**src/rtl/proc_pkg.sv**
```systemverilog
// Shared types for the multi-cycle control unit: FSM states, opcodes, select encodings.
// Latency: n/a (types and constants only).
// Backpressure: n/a.
package proc_pkg;

  // FSM state encoding; 11 states fit in 4 bits.
  typedef enum logic [3:0] {
    INICIO,
    BUSCA,
    DECOD,
    CARREGAR,
    ARMAZENAR,
    SOMAR,
    CARREGAR_CONST,
    SUBTRAIR,
    SALTAR_COND,
    SALTAR,
    PARADO
  } statetype;

  // Instruction opcodes held in IR[15:12]; values not listed are undefined.
  typedef enum logic [3:0] {
    OP_MOVR  = 4'h0,
    OP_MOVD  = 4'h1,
    OP_ADD   = 4'h2,
    OP_MOVC  = 4'h3,
    OP_SUB   = 4'h4,
    OP_JMPZ  = 4'h5,
    OP_JMP   = 4'h6,
    OP_JMPNZ = 4'h7,
    OP_HALT  = 4'hF
  } opcode_t;

  // Register-file write source select.
  localparam logic [1:0] RF_SEL_ALU   = 2'b00;
  localparam logic [1:0] RF_SEL_MEM   = 2'b01;
  localparam logic [1:0] RF_SEL_CONST = 2'b10;

  // ALU operation select.
  localparam logic [1:0] ALU_PASS = 2'b00;
  localparam logic [1:0] ALU_ADD  = 2'b01;
  localparam logic [1:0] ALU_SUB  = 2'b10;

endpackage

```
**src/rtl/pc_reg.sv**
```systemverilog
// Program counter with clear, increment and relative load (priority clr > inc > ld).
// Latency: new value visible one clk after the request.
// Backpressure: none; caller sequences the requests.
//
// Ports: clk, reset_n (async active-low), clr, inc, ld, off (8-bit signed offset), pc.
module pc_reg #(
  parameter int PCW = 16
) (
  input  logic           clk,
  input  logic           reset_n,
  input  logic           clr,
  input  logic           inc,
  input  logic           ld,
  input  logic [7:0]     off,
  output logic [PCW-1:0] pc
);

  localparam logic [PCW-1:0] ONE = PCW'(1);

  logic [PCW-1:0] off_ext;

  // By the time a jump executes, pc already points past the jump
  // instruction, so the -1 makes the offset relative to the jump itself.
  assign off_ext = PCW'($signed(off));

  always_ff @(posedge clk or negedge reset_n) begin
    if (!reset_n) begin
      pc <= '0;
    end else if (clr) begin
      pc <= '0;
    end else if (inc) begin
      pc <= pc + ONE;
    end else if (ld) begin
      pc <= pc + off_ext - ONE;
    end
  end

endmodule

```
**src/rtl/unidade_controle_param.sv**
```systemverilog
// Multi-cycle control unit: fetch/decode 16-bit instructions, drive data memory, register file, ALU.
// Latency: 3 cycles per instruction (4 for a taken conditional jump), plus wait states.
// Backpressure: I_ready=0 stalls in BUSCA, D_ready=0 stalls in CARREGAR/ARMAZENAR.
//
// Ports:
//   clk, reset_n                 clock, async active-low reset
//   I_addr/I_rd/I_ready/I_data   instruction memory (I_addr = PC)
//   D_addr/D_rd/D_wr/D_ready     data memory
//   RF_*                         register-file addresses, strobes, write source and constant
//   alu_sel                      ALU operation
//   halted, illegal              status (illegal is sticky until reset)
module unidade_controle_param
  import proc_pkg::*;
#(
  parameter int DW  = 8,
  parameter int DAW = 8,
  parameter int PCW = 16
) (
  input  logic           clk,
  input  logic           reset_n,
  output logic [PCW-1:0] I_addr,
  output logic           I_rd,
  input  logic           I_ready,
  input  logic [15:0]    I_data,
  output logic [DAW-1:0] D_addr,
  output logic           D_rd,
  output logic           D_wr,
  input  logic           D_ready,
  output logic [DW-1:0]  RF_W_data,
  output logic [1:0]     RF_sel,
  output logic [3:0]     RF_W_addr,
  output logic [3:0]     RF_Rp_addr,
  output logic [3:0]     RF_Rq_addr,
  output logic           RF_W_wr,
  output logic           RF_Rp_rd,
  output logic           RF_Rq_rd,
  input  logic           RF_Rp_zero,
  output logic [1:0]     alu_sel,
  output logic           halted,
  output logic           illegal
);

  statetype       state;
  logic [15:0]    ir;
  opcode_t        op;
  logic [3:0]     ra, rb, rc;
  logic [7:0]     d;
  logic           pc_clr, pc_inc, pc_ld;
  logic [PCW-1:0] pc;

  assign op = opcode_t'(ir[15:12]);
  assign ra = ir[11:8];
  assign rb = ir[7:4];
  assign rc = ir[3:0];
  assign d  = ir[7:0];

  // The constant is always presented; it only matters when RF_sel selects it.
  assign RF_W_data = DW'($signed(d));

  assign I_addr = pc;
  assign halted = (state == PARADO);

  assign pc_clr = (state == INICIO);
  assign pc_inc = (state == BUSCA) && I_ready;
  assign pc_ld  = (state == SALTAR);

  pc_reg #(
    .PCW (PCW)
  ) u_pc (
    .clk     (clk),
    .reset_n (reset_n),
    .clr     (pc_clr),
    .inc     (pc_inc),
    .ld      (pc_ld),
    .off     (d),
    .pc      (pc)
  );

  // State, IR and sticky illegal flag.
  always_ff @(posedge clk or negedge reset_n) begin
    if (!reset_n) begin
      state   <= INICIO;
      ir      <= '0;
      illegal <= 1'b0;
    end else begin
      case (state)
        INICIO: state <= BUSCA;
        BUSCA: begin
          if (I_ready) begin
            ir    <= I_data;
            state <= DECOD;
          end
        end
        DECOD: begin
          case (op)
            OP_MOVR:  state <= CARREGAR;
            OP_MOVD:  state <= ARMAZENAR;
            OP_ADD:   state <= SOMAR;
            OP_MOVC:  state <= CARREGAR_CONST;
            OP_SUB:   state <= SUBTRAIR;
            OP_JMPZ:  state <= SALTAR_COND;
            OP_JMPNZ: state <= SALTAR_COND;
            OP_JMP:   state <= SALTAR;
            OP_HALT:  state <= PARADO;
            default: begin
              // Undefined opcode executes as a NOP but is remembered.
              illegal <= 1'b1;
              state   <= BUSCA;
            end
          endcase
        end
        CARREGAR:       if (D_ready) state <= BUSCA;
        ARMAZENAR:      if (D_ready) state <= BUSCA;
        SOMAR:          state <= BUSCA;
        SUBTRAIR:       state <= BUSCA;
        CARREGAR_CONST: state <= BUSCA;
        SALTAR_COND: begin
          // JMPZ jumps on zero, JMPNZ on non-zero.
          if (RF_Rp_zero == (op == OP_JMPZ)) state <= SALTAR;
          else                               state <= BUSCA;
        end
        SALTAR:  state <= BUSCA;
        PARADO:  state <= PARADO;
        default: state <= INICIO;
      endcase
    end
  end

  // Strobes are combinational from state and the ready inputs so that a
  // wait state or reset takes effect within the same cycle.
  always_comb begin
    I_rd       = 1'b0;
    D_addr     = '0;
    D_rd       = 1'b0;
    D_wr       = 1'b0;
    RF_sel     = RF_SEL_ALU;
    RF_W_addr  = '0;
    RF_Rp_addr = '0;
    RF_Rq_addr = '0;
    RF_W_wr    = 1'b0;
    RF_Rp_rd   = 1'b0;
    RF_Rq_rd   = 1'b0;
    alu_sel    = ALU_PASS;
    case (state)
      BUSCA: I_rd = 1'b1;
      CARREGAR: begin
        D_addr    = d[DAW-1:0];
        D_rd      = 1'b1;
        RF_sel    = RF_SEL_MEM;
        RF_W_addr = ra;
        RF_W_wr   = D_ready;
      end
      ARMAZENAR: begin
        D_addr     = d[DAW-1:0];
        D_wr       = 1'b1;
        RF_Rp_addr = ra;
        RF_Rp_rd   = 1'b1;
      end
      SOMAR, SUBTRAIR: begin
        RF_Rp_addr = rb;
        RF_Rq_addr = rc;
        RF_W_addr  = ra;
        RF_Rp_rd   = 1'b1;
        RF_Rq_rd   = 1'b1;
        RF_W_wr    = 1'b1;
        RF_sel     = RF_SEL_ALU;
        alu_sel    = (state == SOMAR) ? ALU_ADD : ALU_SUB;
      end
      CARREGAR_CONST: begin
        RF_sel    = RF_SEL_CONST;
        RF_W_addr = ra;
        RF_W_wr   = 1'b1;
      end
      SALTAR_COND: begin
        RF_Rp_addr = ra;
        RF_Rp_rd   = 1'b1;
      end
      default: ;
    endcase
  end

endmodule

```
**config.mk**
```make
export PLATFORM = sky130hd
export DESIGN_NAME = unidade_controle_param
export DESIGN_NICKNAME = d
export VERILOG_FILES = /design/src/rtl/proc_pkg.sv /design/src/rtl/pc_reg.sv /design/src/rtl/unidade_controle_param.sv
export SDC_FILE = /design/constraint.sdc
export NUM_CORES = 1
export LEC_CHECK = 0
export ABC_AREA = 1
export ABC_CLOCK_PERIOD_IN_PS = 2800
export BUFFER_PORTS_ARGS = -buffer_cell sky130_fd_sc_hd__buf_4
export CAP_MARGIN = 5
export CORE_ASPECT_RATIO = 1.75
export CORE_MARGIN = 5
export CORE_UTILIZATION = 56
export CTS_BUF_LIST = sky130_fd_sc_hd__clkbuf_8 sky130_fd_sc_hd__clkbuf_16
export CTS_CLUSTER_SIZE = 40
export DETAILED_ROUTE_END_ITERATION = 6
export PLACE_DENSITY_LB_ADDON = 0.12
export SYNTH_ARGS = -nofsm -noshare
export SYNTH_HDL_FRONTEND = slang
export SYNTH_HIERARCHICAL = 1
export SYNTH_SLANG_ARGS = --single-unit
```
**constraint.sdc**
```tcl
create_clock -name clk -period 2.8 [get_ports clk]
set_input_delay 0.84 -clock clk [delete_from_list [all_inputs] [get_ports clk]]
set_output_delay 0.84 -clock clk [all_outputs]
set_load 0.005 [all_outputs]
```
* Word-level counts from Yosys, hierarchy flattened *
Index checks and enable logic that the tools add are counted.

storage, ports and cells
  register bits after elaboration = 37
  input port bits = 21

operators by class
  $add $sub $neg = 3
  equality and inequality tests = 21
  muxes and demuxes = 21
  bitwise gates (word level) = 1
  reductions and logical operators = 16

operators by type and width
  cell                     count
  $mux W16                 3
  $eq A4 B3 Y1 const B     8
  $pmux W4 S8              1
  $pmux W4 S6              1
  $mux W4                  5
  $add A16 B1 Y16 const B  1
  $add A16 B16 Y16         1
  $eq A4 B2 Y1 const B     4
  $eq A4 B4 Y1 const B     4
  $sub A16 B1 Y16 const B  1
  $reduce_or A9 Y1         1
  $eq A4 B1 Y1 const B     2
  $logic_not A4 Y1         2
  $mux W8                  1
  $pmux W4 S2              1
  $reduce_or A2 Y1         4
  $reduce_or A4 Y1         2
  $reduce_and A2 Y1        3
  $mux W1                  5
  $reduce_or A5 Y1         1
  $mux W2                  2
  $pmux W2 S2              1
  $reduce_bool A3 Y1       1
  $reduce_or A3 Y1         1
  6 further kinds          6

* Logic depth before layout (Yosys ltp) *
  depth after elaboration = 5
  gate-level depth with buffers = 17

* Hierarchy *
The synthesis kept the hierarchy.

modules (own cells, without submodules)
  module                  times used  cells an instance  area an instance (µm²)  sequential area each (µm²)
  pc_reg                  1           385                2283.4                  400.4
  unidade_controle_param  1           189                1361.3                  525.5

* Least setup slack after synthesis *
OpenSTA, ideal clock, no wires.

  path kind = register to register
  from = reg u_pc.pc[1]
  to = reg u_pc.pc[15]
  setup time = 0.117 ns
  arrival time = 1.976 ns
  data required time = 2.683 ns
  setup slack = 0.707 ns
  stages on the path, launching flop included = 16
  buffers on the path = 0
  clock period less this slack = 2.093 ns
  path through = dfrtp_1 inv_1 ha_1 inv_1 ha_1 fa_1 nand2_1 nand2_1 nand3_1 nand2_1 nand2_1 nand2_1 nand2_1 nand3_1 nand3_1 nand2_1

between the ends
  cells in the longest elaborated chain, start to end = 5

RTL lines
  what                    line          RTL
  start, declared         pc_reg.sv:15  output logic [PCW-1:0] pc
  start signal, assigned  pc_reg.sv:32  pc <= pc + ONE;
  start signal, assigned  pc_reg.sv:34  pc <= pc + off_ext - ONE;
  $add A16 B16 Y16        pc_reg.sv:34
  $sub A16 B1 Y16         pc_reg.sv:34
  $mux W16                pc_reg.sv:33  end else if (ld) begin
  $mux W16 (*)            pc_reg.sv:31  end else if (inc) begin
  $mux W16 (*)            pc_reg.sv:29  end else if (clr) begin

Every way passes the cells marked *; elsewhere a longest branch is shown, timed or not. The select of a mux whose other input is x is not followed.
A chain may end at the register's enable or synchronous reset.

* Worst setup path after layout *
  from = reg state[1]
  to = out D_addr[0]

between the ends
  cells in the longest elaborated chain, start to end = 3

RTL lines
  what                                                 line                           RTL
  start, declared                                      unidade_controle_param.sv:43   statetype state;
  start signal, assigned                               unidade_controle_param.sv:82   state <= INICIO;
  start signal, assigned                               unidade_controle_param.sv:87   INICIO: state <= BUSCA;
  start signal, assigned                               unidade_controle_param.sv:91   state <= DECOD;
  $eq A4 B3 Y1 / $eq A4 B2 Y1 (equally long branches)  unidade_controle_param.sv:144  case (state)
  $reduce_or A2 Y1 (no line) (*)                       n/a
  $mux W8 (*)                                          unidade_controle_param.sv:144
  end, declared                                        unidade_controle_param.sv:25   output logic [DAW-1:0] D_addr,

Every way passes the cells marked *; elsewhere a longest branch is shown, timed or not.

==> results.yml <==
worst_setup_path:
  cp.arrival_ns: 1.70
  crit_chain: "nor2_1 -> nand2_1 -> nand2_1 -> inv_1 -> nor2_1 -> buf_4"
  timing.critical_path.depth: 6
  r2r-start: "u_pc/pc[1]"
  timing.rr.end: "u_pc/pc[11]"
  path_delay_family: "simple AND/OR/NAND/NOR gates"
  r2r_slack_ns: 0.37
  cpMaxStageDelayCell: "dfrtp_1"
  critical_path_peak_fanout: 8
  endpoint_kind: "output port"
  worst_setup_path_startpoint: "state[1]"
  crit_type: "reg -> out"
  r2r_cells: 15
  cp_data_required_time_ns: 1.96
  setup.worst_path.start_class: "flip-flop"
  timing.critical_path.buf_inv: 2
  cp-endpoint: "D_addr[0]"
  worst_path_largest_cell_delay_ns: 0.44
detailed_routing:
  routedWlPerCell_um: 14.4
  total_vias_in_the_final_route: 3823
  drc: 0
  dr.first_iter.drc_count: 201
  drt_pre_antenna_iters: 5
  drtAntennaViolNets: 0
  detail_route.wirelength_um: 10500
  routed_via_density: 5.27
synthesis:
  synth.yosys.warnings: 6
  post_synth_and_or_nand_nor_area_fraction_pct: 34.1
  ys_seq_elements: 37
  yosysSeqAreaShare_pct: 25.4
  synth_top_family_by_area: "simple AND/OR/NAND/NOR gates"
  synth_cell_types: 37
  synth.cell_area_sq_um: 3640
  synth_mux_area_share_pct: 0
  mean_instance_size_in_the_synthesized_netlist_sq_um: 6.35
  synthXorXnorAreaFrac_pct: 1.20
  post_synthesis_cell_count: 574
  synth-compound-area-share_pct: 11.5
  synth.net_count: 626
  synthAdderAreaFrac_pct: 10.8
final_layout:
  mostFrequentLayoutCells: "160 x nand2_1, 118 x inv_1, 78 x buf_4, 59 x nor2_1, 42 x nand3_1"
  areaGrowthSynthToFinish_pct: 19.2
  finish.net_count: 695
  layoutNonFillerInstCount: 725
  antennaDiodeCount: 0
  mostFrequentLayoutCell: "nand2_1"
  final_layout_size_suffix_gt1_share_pct: 19.3
worst_hold_path:
  hold_path_class: "reg -> reg"
  hp-start: "illegal"
grt:
  global_route_wire_length_before_repair_um: 17100
  globalRouteOverflowTotal: 0
  grt_antenna_before_repair: 0
  global_route.usage.total_pct: 26.4
  grt_pass1_vias: 3810
  largest_net_degree_at_the_start_of_global_routing: 46
die:
  placeableCoreArea_sq_um: 6440
  dieWidth_um: 71.0
  die_h_um: 117
  boundaryPins: 77
  floorplan.initialDensity_pct: 56.6
  floorplan.rows: 39
  die_area_sq_um: 8290
timing:
  drv_slew: 0
  rsz0062_at_grt: "false"
  setup_violations: 0
  max_freq_ghz: 0.394
  aggregate_negative_setup_slack_ns: 0
  timing_worst_slew_pin_value_ns: 0.731
  hold_viol_final: 0
  clock-skew-final_ns: 0.00348
  relSlewSlack_pct: 50.9
  final.period_utilization_pct: 90.7
  period_needed_ns: 2.54
clocking:
  tritoncts: "yes"
  cts.repair.resized: 0
  cts_post_setup_buffers_inserted: 0
  clk_root_buffer_cell: "clkbuf_16"
  clock_latency_ns: 0.28
  worst_setup_hold_path_clk_slew_ns: 0.06
  cts-htree-levels: 2
  clock_path_buffers: 2
  sinks_on_clock_net: 37
  cts_made_buffers: 5
  cts_hold_repair.buffers: 0
run:
  drv.max_cap_violation_count: 0
placed_design:
  numPlacedInstances: 718
  place_congestion: 0.999
  placement.io_buffers: 76
  dp.final_hpwl_um: 8330
status:
  run_status: "complete, no violations"
==> logic make-up (layout without fill, tap and decap cells) <==
group           after synthesis  count (layout)
compound gates               65              65
xor+xnor                      5               5
fa+ha+maj                    31              31
buf+inv                     142             211
flops                        37              37
simple gates                294             294
==> cell type report <==
class	count	area, sq um
repair buffers	78	586
flip-flops and latches	37	926
multi-input cells	395	2100
fillers	594	2100
well taps	82	103
inverters	126	485
clock buffers	6	139
clock inverters	1	3.75
==> cell usage after synthesis <==
cell      count  share of area [%]
a21boi_0      1               0.21
a21oi_1      17                2.3
a31o_2        1               0.24
a32oi_1       1               0.24
and2_1        3               0.51
buf_4         9                1.9
buf_6         2               0.62
buf_8         2               0.82
clkbuf_1      3               0.31
clkinv_4      1               0.24
dfrtp_1      37                 25
fa_1          1               0.55
ha_1         30                 10
inv_1       117                 12
inv_2         6               0.62
inv_4         1               0.17
inv_6         1               0.24
nand2_1     160                 16
nand2_2       6                1.0
nand2_4       1               0.31
nand3_1      42                5.8
nand3b_1      1               0.21
nand4_1       6                1.0
nor2_1       59                6.1
nor2_2        2               0.34
nor2_4        1               0.31
nor3_1        8                1.1
nor3_2        1               0.27
o211ai_1      2               0.41
o21ai_0      14                1.9
o21ai_1       4               0.55
o21ai_2      15                3.6
o22ai_1       9                1.5
o32ai_2       1               0.45
or2_1         1               0.17
or2_2         3               0.51
xor2_1        5                1.2
==> metal layers <==
metal / part of all wire [%] / track usage, % / up-vias
li1: - / - / 1916
met4: 4.8 / 16.4 / 0
met1: 35 / 25.6 / 1728
met5: 0 / 0 / -
met2: 56 / 51.3 / 141
met3: 5.1 / 3.88 / 38
==> per-stage QoR <==
stage               area [sq um]  worst slack [ns]  hold WS [ns]  util (%)
CTS                         4340             0.236         0.476      67.4
global placement            4200             0.426         0.451      65.2
global route                4340            0.0944         0.490      67.4
finish                      4340             0.260         0.469      67.4
floorplan                   3640             0.707         0.466         -
detailed placement          4200             0.414         0.463      65.2
==> worst min path at each step <==
stage	end	slack [ns]	cells after the start
finish	illegal	0.47	1
global route	illegal	0.49	1
CTS	illegal	0.48	1
detailed placement	illegal	0.46	1
global placement	illegal	0.45	1
floorplan	illegal	0.47	1
Power is not shown: default switching activity piles up to over one toggle a cycle in this logic, so the estimate is an artifact.
